`src/rtl/uart_pkg.sv`:
```
// Shared definitions for the 8-bit UART-with-parity link (receiver and transmitter).
package uart_pkg;
    localparam int UART_DATA_BITS  = 8;
    localparam int UART_FRAME_BITS = 11;

    typedef enum logic [2:0] {
        IDLE   = 3'd0,
        START  = 3'd1,
        DATA   = 3'd2,
        PARITY = 3'd3,
        STOP   = 3'd4,
        BREAK  = 3'd5
    } uart_rx_state_t;
endpackage

```
`src/rtl/uart_rx_sync.sv`:
```
// Two-flop synchronizer for an asynchronous single-bit input; both flops reset to RESET_LEVEL.
module uart_rx_sync #(
    parameter logic RESET_LEVEL = 1'b1
) (
    input  logic clk,
    input  logic rst,
    input  logic d,
    output logic q
);
    logic meta;

    always_ff @(posedge clk) begin
        if (rst) begin
            meta <= RESET_LEVEL;
            q    <= RESET_LEVEL;
        end else begin
            meta <= d;
            q    <= meta;
        end
    end
endmodule

```
`src/rtl/uart_receiver_parity.sv`:
```
// UART receiver: 1 start, 8 data LSB first, 1 parity, 1 stop; mid-bit sampling,
// single-cycle valid strobe with parity and framing flags. FSM state is visible as `state`.
module uart_receiver_parity
    import uart_pkg::*;
#(
    parameter int CLKS_PER_BIT = 16,
    parameter bit PARITY_ODD   = 1'b0
) (
    input  logic       clk,
    input  logic       rst,
    input  logic       rxd,
    output logic [7:0] dout,
    output logic       valid,
    output logic       parity_err,
    output logic       frame_err,
    output logic       busy
);
    localparam int CW = $clog2(CLKS_PER_BIT);
    localparam logic [CW-1:0] HALF_LAST = CW'(CLKS_PER_BIT / 2 - 1);
    localparam logic [CW-1:0] FULL_LAST = CW'(CLKS_PER_BIT - 1);
    localparam logic [2:0]    IDX_LAST  = 3'(UART_DATA_BITS - 1);

    uart_rx_state_t state, state_next;
    logic                      rxs;
    logic [CW-1:0]             cnt;
    logic [2:0]                idx;
    logic [UART_DATA_BITS-1:0] shift;
    logic                      perr;
    logic                      tick;

    uart_rx_sync #(.RESET_LEVEL(1'b1)) u_sync (
        .clk (clk),
        .rst (rst),
        .d   (rxd),
        .q   (rxs)
    );

    // The start bit is sampled half a bit in; every later sample is a full bit apart.
    assign tick = (state == START) ? (cnt == HALF_LAST) : (cnt == FULL_LAST);

    always_ff @(posedge clk) begin
        if (rst) begin
            state      <= IDLE;
            cnt        <= '0;
            idx        <= '0;
            shift      <= '0;
            perr       <= 1'b0;
            dout       <= 8'h00;
            valid      <= 1'b0;
            parity_err <= 1'b0;
            frame_err  <= 1'b0;
        end else begin
            state <= state_next;
            valid <= 1'b0;
            if (state == IDLE || state == BREAK) begin
                cnt <= '0;
                idx <= '0;
            end else begin
                cnt <= tick ? '0 : cnt + CW'(1);
            end
            if (state == DATA && tick) begin
                shift <= {rxs, shift[UART_DATA_BITS-1:1]};
                idx   <= idx + 3'd1;
            end
            if (state == PARITY && tick) begin
                perr <= (^{shift, rxs}) ^ PARITY_ODD;
            end
            if (state == STOP && tick) begin
                dout       <= shift;
                parity_err <= perr;
                frame_err  <= ~rxs;
                valid      <= 1'b1;
            end
        end
    end

    always_comb begin
        state_next = state;
        case (state)
            IDLE:    if (!rxs) state_next = START;
            START:   if (tick) state_next = rxs ? IDLE : DATA;
            DATA:    if (tick && idx == IDX_LAST) state_next = PARITY;
            PARITY:  if (tick) state_next = STOP;
            STOP:    if (tick) state_next = rxs ? IDLE : BREAK;
            BREAK:   if (rxs) state_next = IDLE;
            default: state_next = IDLE;
        endcase
    end

    always_comb begin
        busy = 1'b0;
        if (state != IDLE) busy = 1'b1;
    end
endmodule
```
`config.mk`:
```
export PLATFORM = sky130hd
export DESIGN_NAME = uart_receiver_parity
export DESIGN_NICKNAME = d
export VERILOG_FILES = /design/src/rtl/uart_pkg.sv /design/src/rtl/uart_rx_sync.sv /design/src/rtl/uart_receiver_parity.sv
export SDC_FILE = /design/constraint.sdc
export NUM_CORES = 1
export LEC_CHECK = 0
export ABC_AREA = 1
export BUFFER_PORTS_ARGS = -buffer_cell sky130_fd_sc_hd__buf_2
export CAP_MARGIN = 15
export CORE_MARGIN = 5
export CORE_UTILIZATION = 51
export DETAILED_ROUTE_END_ITERATION = 10
export GPL_ROUTABILITY_DRIVEN = 0
export PLACE_DENSITY = 0.68
export SKIP_LAST_GASP = 1
export SYNTH_ARGS = -nofsm -noshare
export SYNTH_HDL_FRONTEND = slang
export SYNTH_SLANG_ARGS = --single-unit
```
`constraint.sdc`:
```
create_clock -name clk -period 1.89 [get_ports clk]
set_clock_uncertainty 0.1 [all_clocks]
set_input_delay 0.189 -clock clk [delete_from_list [all_inputs] [get_ports clk]]
set_output_delay 0.189 -clock clk [all_outputs]
set_load 0.005 [all_outputs]
```
### Word-level counts from Yosys, hierarchy flattened

Cells that the tools add are included.
Widths: inputs -> output; s select.

* flip-flop bits (word level): 32
* latch bits: 0
* memory bits (writable): 0
* bits in read-only memories: 0
* input bits: 3
* output and inout bits: 12
* word-level logic and storage cells: 53
* memories: 0

* add/sub/neg operators: 2
* $mul: 0
* div/mod/pow operators: 0
* $lt $le $gt $ge: 0
* equal/unequal tests: 14
* shift-type cells: 0
* muxes and demuxes: 14
* bitwise operators: 1
* reductions and logical operators: 11

Operators by type and width (number)
* $mux 3: 9
* $pmux 3 s6: 1
* $eq 3x3->1 const B: 3
* $reduce_xor 9->1: 1
* $ne 2x2->1 const B: 4
* $eq 3x2->1 const B: 2
* $reduce_and 6->1: 1
* $add 4x1->4 const B: 1
* $eq 4x3->1 const B: 1
* $eq 4x4->1 const B: 1
* $logic_and 1x1->1: 4
* $ne 2x1->1 const B: 2
* $add 3x1->3 const B: 1
* $eq 3x1->1 const B: 1
* $logic_not 3->1: 1
* $mux 1: 3
* $reduce_bool 3->1: 1
* $reduce_or 3->1: 1
* $mux 2: 1
* $reduce_bool 2->1: 1
* $logic_or 1x1->1: 1
* $not 1->1: 1

### Logic depth before layout (Yosys ltp)

Gate-level depths: netlist of run 1.

* depth in word-level cells: 5
* gate-level depth with buffers: 9
* mapped depth without buffers: 9

### Hierarchy

From an unflattened synthesis of run 1, not the netlist that was laid out.

* cells, all modules: 192
* area, all modules: 1425.1 um2

Modules (own cells, without submodules)
* uart_receiver_parity: times used 1, cells each 185, area an instance 1366.3 um2, seq. area each 600.6 um2
* uart_rx_sync: times used 1, cells each 7, area an instance 58.8 um2, seq. area each 40.0 um2

### Worst setup path after synthesis of run 1

No wires, ideal clock.

* path type: reg2reg
* start: reg cnt[0]
* end: reg dout[1]
* library setup time: 116 ps
* arrival: 1241 ps
* required time: 1674 ps
* setup slack: 433 ps
* cell stages (with the launch flop): 10
* path buffers: 1
* clock period less this slack: 1457 ps
* cell sequence: dfxtp_1 > ha_1 > nand2_1 > inv_1 > nand3_4 > nor2_4 > inv_2 > buf_6 > nor2_1 > nor2_1

* longest elaborated chain between the ends: 3
* elaborated cells on any way between the ends: 4
* classes of those cells: eq/ne (2); mux (1); reduce/logical (1)

RTL lines
* start: declaration: line uart_receiver_parity.sv:25 `logic [CW-1:0] cnt;`
* start signal: assignment: line uart_receiver_parity.sv:59 `cnt <= tick ? '0 : cnt + CW'(1);`
* $eq 4x4->1 or $eq 4x3->1 (tied branches): line uart_receiver_parity.sv:39 `assign tick = (state == START) ? (cnt == HALF_LAST) : (cnt == FULL_LAST);`
* $mux 1 (*): line uart_receiver_parity.sv:39
* $logic_and 1x1->1 (*): line uart_receiver_parity.sv:68 `if (state == STOP && tick) begin`
* end signal: assignment: line uart_receiver_parity.sv:69 `dout <= shift;`
* end: declaration: line uart_receiver_parity.sv:12 `output logic [7:0] dout,`

Mark *: on every way between the ends. The rest lies on a longest branch, timed or not.
A chain may end at the register's enable or synchronous reset.

### Worst setup path after layout of run 1

* start: reg cnt[0]
* end: reg shift[4]

* longest elaborated chain between the ends: 3
* elaborated cells on any way between the ends: 4
* classes of those cells: eq/ne (2); mux (1); reduce/logical (1)

RTL lines
* $eq 4x4->1 or $eq 4x3->1 (tied branches): line uart_receiver_parity.sv:39
* $mux 1 (*): line uart_receiver_parity.sv:39
* $logic_and 1x1->1 (*): line uart_receiver_parity.sv:61 `if (state == DATA && tick) begin`
* end signal: assignment: line uart_receiver_parity.sv:62 `shift <= {rxs, shift[UART_DATA_BITS-1:1]};`
* end: declaration: line uart_receiver_parity.sv:27 `logic [UART_DATA_BITS-1:0] shift;`

Marks and branches as above.

==> results of run 1 <==
## cell type report
| class | count | area, sq um |
|---|---|---|
| timing repair buffer | 23 | 142.6 |
| tap | 31 | 38.79 |
| clock inverter | 1 | 7.507 |
| inverter | 22 | 82.58 |
| multi-input combinational | 133 | 674.4 |
| sequential | 32 | 640.6 |
| clock buffer | 7 | 55.05 |
| fill | 251 | 1092 |
## worst max-delay path: stages, from the launching register on
cell	delay, ns
dfxtp_1	0.37
ha_1	0.18
nand2_1	0.05
inv_1	0.13
nand3_4	0.13
nor2_4	0.22
inv_1	0.16
nor2_1	0.13
nor2_1	0.05
## power by group
part	internal (uW)	switching, uW	total (uW)	leakage [uW]
registers	713	47.1	760	0.000259
logic	116	210	326	0.000596
clock network	182	224	406	0.0000315
## sequential cells by signal (all words and copies together) (netlist names), 3 cells and up
signal	flops
dout	8
shift	8
cnt	4
idx	3
state	3
## per-layer routing
layer	part of all wire, %	GRT usage, %	vias to the layer above	wire length, um
li1	-	-	656	-
met2	49	26.03	27	1422
met4	0.62	6.631	0	18
met3	4.3	4.856	2	125
met5	0	0	-	0
met1	46	18.74	590	1318
## cells by family (layout without fill, tap and decap cells)
family / count (synthesis) / in the layout
buffers and inverters: 27 / 53
adders and majority gates: 3 / 3
AOI/OAI and AO/OA: 29 / 29
xor gates and xnor gates: 6 / 6
and+or+nand+nor: 95 / 95
DFF: 32 / 32
## how the worst min path moves through the flow
| stage | end | startpoint | depth (start not counted) |
|---|---|---|---|
| after floorplan | idx[1] | rst | 1 |
| after global placement | u_sync.meta | rxd | 2 |
| after detailed placement | u_sync.meta | rxd | 2 |
| after CTS | u_sync.q | u_sync.meta | 1 |
| after global routing | u_sync.q | u_sync.meta | 1 |
| final | u_sync.q | u_sync.meta | 1 |
## layout by cell type, fill, tap and decap left out, types with 2 or more instances in the layout
master	Yosys	layout
o21ai_0	21	21
nand3_1	10	10
inv_2	4	4
or2_2	2	2
dlygate4sd3_1	0	2
ha_1	3	3
dfxtp_1	32	32
nor2_4	2	2
buf_4	2	7
nand4_1	2	2
xor2_1	4	4
inv_1	18	18
a21oi_1	6	6
nand2_1	29	29
nor2_1	43	43
buf_2	0	14
clkbuf_4	0	5
xnor2_1	2	2
## repair_timing
action | CTS | global route
endpoints found under the setup margin | 0 | 7
hold buffers | 2 | 0
buffers inserted | 0 | 5
hold endpoints to repair | 4 | 0
## metrics by stage
step                cells  hold slack [ns]
finish                249           0.3183
global route          249           0.3544
CTS                   244           0.3191
detailed placement    234           0.2809
global placement      234           0.2745
floorplan             192           0.1581
==> metrics.yaml, run 1 <==
status: "completed"
ctsResizeCount: 0
critPathRequiredTime_ns: 2.02
drtIter0Drc: 107
clkTransAtPathRegs_ns: 0.10
slew-limit-headroom_pct: 79.60
rsz0062_at_grt: "false"
setup_violations: 0
drive_above_1_share_pct: 19.27
yosysSeqAreaShare_pct: 44.76
grt_first_pass_wirelength_um: 5023
cts_tree: "built"
finalPower_uw: 1493
crit_arrival_ns: 1.76
cap_violations: 0
fin_ws_ns: 0.2592
synthTopCellsByCount: "nor2_1, dfxtp_1, nand2_1, o21ai_0, inv_1"
yosys-top-cells-area: "dfxtp_1, nor2_1, nand2_1"
grt_max_degree: 15
worstSetupPathType: "reg2reg"
period_share_pct: 86.29
hold_class: "reg2reg"
async_flop_share_pct: 0
endpoint_kind: "flip-flop"
routed_via_density: 5.120
routedWlPerCell_um: 11.58
drc: 0
yosys.area_share.xor_xnor_pct: 3.671
grt_usage_pct: 15.79
dp_slack_ns: 0.1899
num_vias: 1275
syn_area_per_cell_sq_um: 7.455
placed_cell_area_sq_um: 1521
netlist.area_leader.share_pct: 44.76
htreeDepth: 2
hold_viol_final: 0
area_growth_pct: 14.68
cts_buffer_depth: 2
synth_top_family_by_area: "simple AND/OR/NAND/NOR gates"
hpwl_um: 2119
synth_compound_area_share_pct: 10.58
startpoint: "cnt[0]"
drtAntennaViolNets: 0
core_area_sq_um: 2734
rr_startpoint: "cnt[0]"
powerDensity_nw_per_um2: 909.4
die_h_um: 62.98
yosysMostFrequentCell: "nor2_1"
cp-endpoint: "shift[4]"
yosysTopAreaCell: "dfxtp_1"
finalInstanceArea_sq_um: 1642
ys_seq_elements: 32
synthCells: 192
synthSimpleGateAreaFrac_pct: 30.24
cts_made_buffers: 5
routed_wl_um: 2884
diodes: 0
netlist_area_sq_um: 1431
r2r-end: "shift[4]"
clk_latency_ns: 0.33
port_buffers: 14
initial_core_util_pct: 52.36
synth.distinct_cells: 26
root_buffer: "clkbuf_4"
fmax_mhz: 613.2
synth-edff-count: 0
fin_util_pct: 60.05
die_x_um: 62.98
grt_pass1_vias: 1179
setup_tns_ns: 0
worstSetupStartpointType: "flip-flop"
period_needed_ns: 1.631
muxShareOfSynthArea_pct: 0
syn-num-nets: 198
vdd_drop_max_uv: 703.9
synthAdderAreaFrac_pct: 2.622
p_leak_uw: 0.0008862
r2r_cells: 8
tightest_slew_ns: 0.3055
overflow: 0
drt_first_pass_iters: 4
crit_fanout: 8
yosysWarnings: 0
num-nets-final: 223
numClockSinks: 32
pin_count: 15
yosys_most_used_dff: "dfxtp_1"
r2r_slack_ns: 0.26
fp-row-count: 19
antenna_found_initial: 0
slew_violations: 0
die_area_sq_um: 3966
Note: power is estimated with default switching activity, not from simulation.
==> inputs of run 2 (changes only) <==
--- a/config.mk
+++ b/config.mk
@@ -7,12 +7,13 @@
 export LEC_CHECK = 0
 export ABC_AREA = 1
 export BUFFER_PORTS_ARGS = -buffer_cell sky130_fd_sc_hd__buf_2
-export CAP_MARGIN = 15
+export CAP_MARGIN = 5
+export CORE_ASPECT_RATIO = 0.7
 export CORE_MARGIN = 5
 export CORE_UTILIZATION = 51
 export DETAILED_ROUTE_END_ITERATION = 10
 export GPL_ROUTABILITY_DRIVEN = 0
-export PLACE_DENSITY = 0.68
+export PLACE_DENSITY = 0.71
 export SKIP_LAST_GASP = 1
 export SYNTH_ARGS = -nofsm -noshare
 export SYNTH_HDL_FRONTEND = slang
==> run 2 against run 1 <==
Against the previous run: clock power grew 10%; maximum frequency shrank 4.0%; worst setup slack lost 0.068 ns; sequential power is essentially flat; total power grew 2.6%.
==> metrics.yaml, run 2 (synthesis results as in run 1) <==
slew-limit-headroom_pct: 73.84  # was 79.60%
die_x_um: 73.32  # was 62.98 um
die_area_sq_um: 3983  # was 3966 sq um
htreeDepth: 2  # unchanged
finalInstanceArea_sq_um: 1614  # was 1642 sq um
num-nets-final: 218  # was 223
fin_util_pct: 58.85  # was 60.05%
hold_ws_ns: 0.05315  # was 0.3183 ns
period_share_pct: 89.87  # was 86.29%
ctsResizeCount: 0  # unchanged
grt_max_degree: 17  # was 15
cts_made_buffers: 5  # unchanged
numClockSinks: 32  # unchanged
grt_usage_pct: 15.21  # was 15.79%
initial_core_util_pct: 52.19  # was 52.36%
hold_viol_final: 0  # unchanged
dp_slack_ns: 0.1531  # was 0.1899 ns
setup_tns_ns: 0  # unchanged
mostFrequentLayoutCells: "nor2_1, dfxtp_1, nand2_1, o21ai_0, inv_1"  # unchanged
core_area_sq_um: 2743  # was 2734 sq um
tightest_slew_ns: 0.3919  # was 0.3055 ns
period_needed_ns: 1.699  # was 1.631 ns
status: "completed"  # unchanged
routed_via_density: 4.858  # was 5.120
rsz0062_at_grt: "false"  # unchanged
overflow: 0  # unchanged
r2r-end: "dout[4]"  # was shift[4]
drc: 0  # unchanged
routedWlPerCell_um: 10.85  # was 11.58 um
area_growth_pct: 12.76  # was 14.68%
fmax_mhz: 588.8  # was 613.2 MHz
root_buffer: "clkbuf_8"  # was clkbuf_4
r2r_slack_ns: 0.19  # was 0.26 ns
clk_latency_ns: 0.27  # was 0.33 ns
crit_arrival_ns: 1.76  # about the same
top_regs: "dout: 8 flops, shift: 8 flops, cnt: 4 flops"  # unchanged
slew_violations: 0  # unchanged
drtAntennaViolNets: 0  # unchanged
vdd_drop_max_uv: 549.4  # was 703.9 uV
final_common_cell: "nor2_1"  # unchanged
placed_cell_area_sq_um: 1520  # was 1521 sq um
critPathRequiredTime_ns: 1.95  # was 2.02 ns
hold_start: "rst"  # was u_sync.meta
cts_buffer_depth: 2  # unchanged
fp-row-count: 16  # was 19
powerDensity_nw_per_um2: 949.2  # was 909.4 nW/um^2
r2r_cells: 8  # unchanged
worstSetupPathType: "reg2reg"  # unchanged
worstHoldEndpoint: "idx[1]"  # was u_sync.q
fin_ws_ns: 0.1915  # was 0.2592 ns
diodes: 0  # unchanged
grt_first_pass_wirelength_um: 4602  # was 5023 um
hold_class: "in2reg"  # was reg2reg
pin_count: 15  # unchanged
grt_pass1_vias: 1032  # was 1179
p_leak_uw: 0.0008653  # was 0.0008862 uW
die_h_um: 54.33  # was 62.98 um
drive_above_1_share_pct: 17.14  # was 19.27%
clkTransAtPathRegs_ns: 0.06  # was 0.10 ns
setup_violations: 0  # unchanged
cts_tree: "built"  # unchanged
drt_first_pass_iters: 4  # unchanged
rr_startpoint: "cnt[0]"  # unchanged
endpoint_kind: "flip-flop"  # unchanged
port_buffers: 14  # unchanged
cap_violations: 0  # unchanged
antenna_found_initial: 0  # unchanged
worstSetupStartpointType: "flip-flop"  # unchanged
num_vias: 1195  # was 1275
crit_fanout: 11  # was 8
hpwl_um: 1917  # was 2119 um
hold_path_depth: 2  # was 1
drtIter0Drc: 75  # was 107
routed_wl_um: 2668  # was 2884 um
run 2: cell count changes in the layout (fill, tap and decap cells not counted):
cell           delta
clkinvlp_4        -1
clkbuf_8          +4
clkbuf_4          -5
dlygate4sd3_1     -1
clkbuf_1          -1
buf_4             -4
run 2: area by class of cell:
class | instances | area (sq um)
flip-flops and latches | 32 | 640.6
well taps | 36 | 45.04
repair buffers | 18 | 102.6
multi-input cells | 133 | 674.4
fillers | 240 | 1129
inverters | 22 | 82.58
clock buffers | 5 | 68.82
run 2: timing repair:
item	4_1_cts	5_1_grt
endpoints found under the setup margin	0	5
hold buffers	1	0
buffers inserted	0	2
hold endpoints to repair	1	0
run 2: worst max-delay path: stages, from the launching register on:
cell	delay, ns
dfxtp_1	0.36
ha_1	0.18
nand2_1	0.07
inv_1	0.15
nand3_4	0.14
nor2_4	0.22
inv_2	0.14
nor2_1	0.16
nor2_1	0.07
run 2: metrics by stage:
step           total power (uW)  cells
5_1_grt                    1653    246
4_1_cts                    1550    244
2_1_floorplan              1034    192
3_5_place_dp               1096    238
6_report                   1532    246
3_3_place_gp               1083    238
run 2: how the worst max path moves through the flow:
stage | endpoint | cells past startpoint | from
2_1_floorplan | dout[1] | 9 | cnt[0]
3_3_place_gp | shift[0] | 8 | cnt[0]
3_5_place_dp | shift[0] | 8 | cnt[0]
4_1_cts | shift[0] | 8 | cnt[0]
5_1_grt | dout[4] | 8 | cnt[0]
6_report | dout[4] | 8 | cnt[0]
run 2: power breakdown:
part,switching (uW),internal (uW),leakage [uW]
clock,211,236,0.0000359
combinational,209,115,0.000570
sequential,46.0,714,0.000259
total,467,1070,0.000865
run 2: metal layers:
layer	GRT usage, %	up-vias	part of all wire [%]	routed length (um)
li1	-	640	-	-
met1	20.42	528	53	1410
met2	22.40	27	41	1107
met3	6.789	0	5.6	149
met4	3.614	0	0	0
met5	0	-	0	0
==> inputs of run 3 (changes only) <==
--- a/config.mk
+++ b/config.mk
@@ -5,7 +5,6 @@
 export SDC_FILE = /design/constraint.sdc
 export NUM_CORES = 1
 export LEC_CHECK = 0
-export ABC_AREA = 1
 export BUFFER_PORTS_ARGS = -buffer_cell sky130_fd_sc_hd__buf_2
 export CAP_MARGIN = 5
 export CORE_ASPECT_RATIO = 0.7
==> run 3 against run 2 <==
Against the previous run: die area is 1.8% lower; largest power group unchanged; synthesized area is 2.1% lower; worst setup slack worse by 0.096 ns; register-to-register slack worse by 0.096 ns; maximum frequency is 5.4% lower; worst hold slack better by 0.23 ns; non-clock buffer count stayed put; synthesized cell count is 24% lower; critical path depth is 1 lower; sequential power is 10% lower; final area is 2.3% lower; critical path type unchanged.
==> metrics.yaml, run 3 <==
hold_viol_final: 0  # unchanged
cts_buffer_depth: 2  # unchanged
dp_cells: 186  # was 238
placed_cell_area_sq_um: 1481  # was 1520 sq um
die_x_um: 72.65  # was 73.32 um
num-nets-final: 166  # was 218
netlist.area_leader.share_pct: 45.71  # was 44.76%
routed_wl_um: 2499  # was 2668 um
cp_top_family: "simple AND/OR/NAND/NOR gates"  # unchanged
endpoint_kind: "flip-flop"  # unchanged
fp-row-count: 15  # was 16
syn_area_per_cell_sq_um: 9.664  # was 7.455 sq um
ys_seq_elements: 32  # unchanged
overflow: 0  # unchanged
die_h_um: 53.86  # was 54.33 um
netlist_area_sq_um: 1401  # was 1431 sq um
htreeDepth: 2  # unchanged
worstSetupStartpointType: "flip-flop"  # unchanged
drive_above_1_share_pct: 18.75  # was 17.14%
yosysSeqAreaShare_pct: 45.71  # was 44.76%
core_area_sq_um: 2552  # was 2743 sq um
async_flop_share_pct: 0  # unchanged
antenna_found_initial: 0  # unchanged
num_vias: 1007  # was 1195
clk_latency_ns: 0.28  # was 0.27 ns
stdcell_count: 194  # was 246
p_leak_uw: 0.0006921  # was 0.0008653 uW
numClockSinks: 32  # unchanged
cts_tree: "built"  # unchanged
cts_setup_buffers: 0  # unchanged
tightest_slew_ns: 0.5562  # was 0.3919 ns
hold_class: "in2reg"  # unchanged
yosys-top-cells-area: "dfxtp_1, mux2i_1, nor2_1"  # was dfxtp_1, nor2_1, nand2_1
slew_violations: 0  # unchanged
pin_count: 15  # unchanged
period_needed_ns: 1.795  # was 1.699 ns
setup_violations: 0  # unchanged
initial_core_util_pct: 54.90  # was 52.19%
die_area_sq_um: 3913  # was 3983 sq um
crit_fanout: 12  # was 11
drt_first_pass_iters: 4  # unchanged
drtAntennaViolNets: 0  # unchanged
cap_violations: 0  # unchanged
slowest_stage: "dfxtp_1"  # unchanged
yosysTopAreaCell: "dfxtp_1"  # unchanged
synthTopCellsByCount: "nor2_1, dfxtp_1, mux2i_1, xnor2_1, a21oi_1"  # was nor2_1, dfxtp_1, nand2_1, o21ai_0, inv_1
rsz0062_at_grt: "false"  # unchanged
routedWlPerCell_um: 12.88  # was 10.85 um
synthCells: 145  # was 192
syn-num-nets: 151  # was 198
top_regs: "dout: 8 flops, shift: 8 flops, cnt: 4 flops"  # unchanged
final_common_cell: "nor2_1"  # unchanged
root_buffer: "clkbuf_8"  # unchanged
port_buffers: 14  # unchanged
drtIter0Drc: 101  # was 75
crit_path_max_incr_delay_ns: 0.35  # was 0.36 ns
grt_pass1_vias: 1004  # was 1032
diodes: 0  # unchanged
cts_made_buffers: 5  # unchanged
synth.distinct_cells: 30  # was 26
area_growth_pct: 12.50  # was 12.76%
crit_arrival_ns: 1.83  # was 1.76 ns
grt_first_pass_wirelength_um: 4443  # was 4602 um
hpwl_um: 1689  # was 1917 um
setup_tns_ns: 0  # unchanged
critPathMostFrequentCell: "and3_4"  # was nor2_1
fmax_mhz: 557.2  # was 588.8 MHz
clkTransAtPathRegs_ns: 0.06  # about the same
drc: 0  # unchanged
routed_via_density: 5.191  # was 4.858
crit_buf_inv: 1  # was 2
critPathRequiredTime_ns: 1.93  # was 1.95 ns
powerDensity_nw_per_um2: 763.4  # was 949.2 nW/um^2
fin_util_pct: 61.76  # was 58.85%
yosysWarnings: 0  # unchanged
grt_usage_pct: 15.40  # was 15.21%
status: "completed"  # unchanged
period_share_pct: 94.95  # was 89.87%
worstSetupPathType: "reg2reg"  # unchanged
yosys_most_used_dff: "dfxtp_1"  # unchanged
slew-limit-headroom_pct: 62.92  # was 73.84%
yosysMostFrequentCell: "nor2_1"  # unchanged
mostFrequentLayoutCells: "nor2_1, dfxtp_1, mux2i_1, buf_2, xnor2_1"  # was nor2_1, dfxtp_1, nand2_1, o21ai_0, inv_1
crit_chain: "ha_2 -> and3_4 -> nor2b_4 -> and3_4 -> buf_12 -> mux2i_1 -> nor2_1"  # was ha_1 -> nand2_1 -> inv_1 -> nand3_4 -> nor2_4 -> inv_2 -> nor2_1 -> nor2_1
vdd_drop_max_uv: 529.0  # was 549.4 uV
grt_max_degree: 33  # was 17
synth-edff-count: 0  # unchanged
finalInstanceArea_sq_um: 1577  # was 1614 sq um
==> run 3: cell types whose count changed after synthesis, moves of 3 or more <==
| cell | delta |
|---|---|
| mux2i_1 | +20 |
| nand2_1 | -26 |
| buf_2 | +3 |
| nor2_1 | -9 |
| inv_2 | -4 |
| xnor2_1 | +6 |
| o21ai_0 | -18 |
| inv_1 | -15 |
| nand3_1 | -7 |
==> run 3: metrics by stage <==
stage	hold slack [ns]	total power (uW)	setup slack, ns
after global placement	0.2705	736.0	0.1673
after global routing	0.2981	1253	0.01964
final	0.2812	1204	0.09544
after floorplan	0.1928	727.4	0.1837
after CTS	0.2727	1223	0.05419
after detailed placement	0.2738	737.0	0.08447
==> run 3: logic make-up (layout without fill, tap and decap cells) <==
group	after synthesis	in the layout	synth area share (%)
compound gates	13	13	5.714
flops	32	32	45.71
mux	20	20	14.29
xor+xnor	12	12	8.483
fa+ha+maj	3	3	2.679
simple gates	52	52	17.50
buf+inv	13	28	5.625
==> run 3: power breakdown <==
| group | internal (uW) | switching (uW) |
|---|---|---|
| clock | 250 | 230 |
| sequential | 679 | 4.22 |
| combinational | 16.8 | 24.5 |
==> run 3: worst reg2reg max path: cells and delay by family (launching register included) <==
kind	cells	cell delay [ns]
adders and majority gates	1	0.21
muxes	1	0.21
DFF	1	0.35
buffers and inverters	1	0.14
and+or+nand+nor	4	0.63
==> run 3: area by class of cell <==
cell class                      instances  area, sq um
Clock inverter                          1        5.005
Multi-Input combinational cell        100        689.4
Inverter                                3        11.26
Tap cell                               34        42.54
Fill cell                             227        975.9
Clock buffer                            6        72.57
Sequential cell                        32        640.6
Timing Repair Buffer                   18        115.1
==> run 3: routing by layer <==
metal,up-vias,global-route usage (%),wire length [um]
met1,463,16.72,1182
li1,516,-,-
met3,5,5.784,143
met4,0,9.202,48
met2,23,26.05,1124
met5,-,0,0
==> run 3: repair_timing <==
action | 4_1_cts | 5_1_grt
hold endpoints to repair | 1 | 0
endpoints found under the setup margin | 0 | 2
resized for setup | 0 | 2
hold buffers | 1 | 0
==> run 3: path summary, 6_finish.rpt <==
path | from | end | slack, ns | cells past startpoint
min reg2reg | u_sync.meta | u_sync.q | 0.31 | 1
max reg2reg | cnt[0] | shift[1] | 0.1 | 7
max | cnt[0] | shift[1] | 0.1 | 7
min | rst | idx[2] | 0.28 | 2
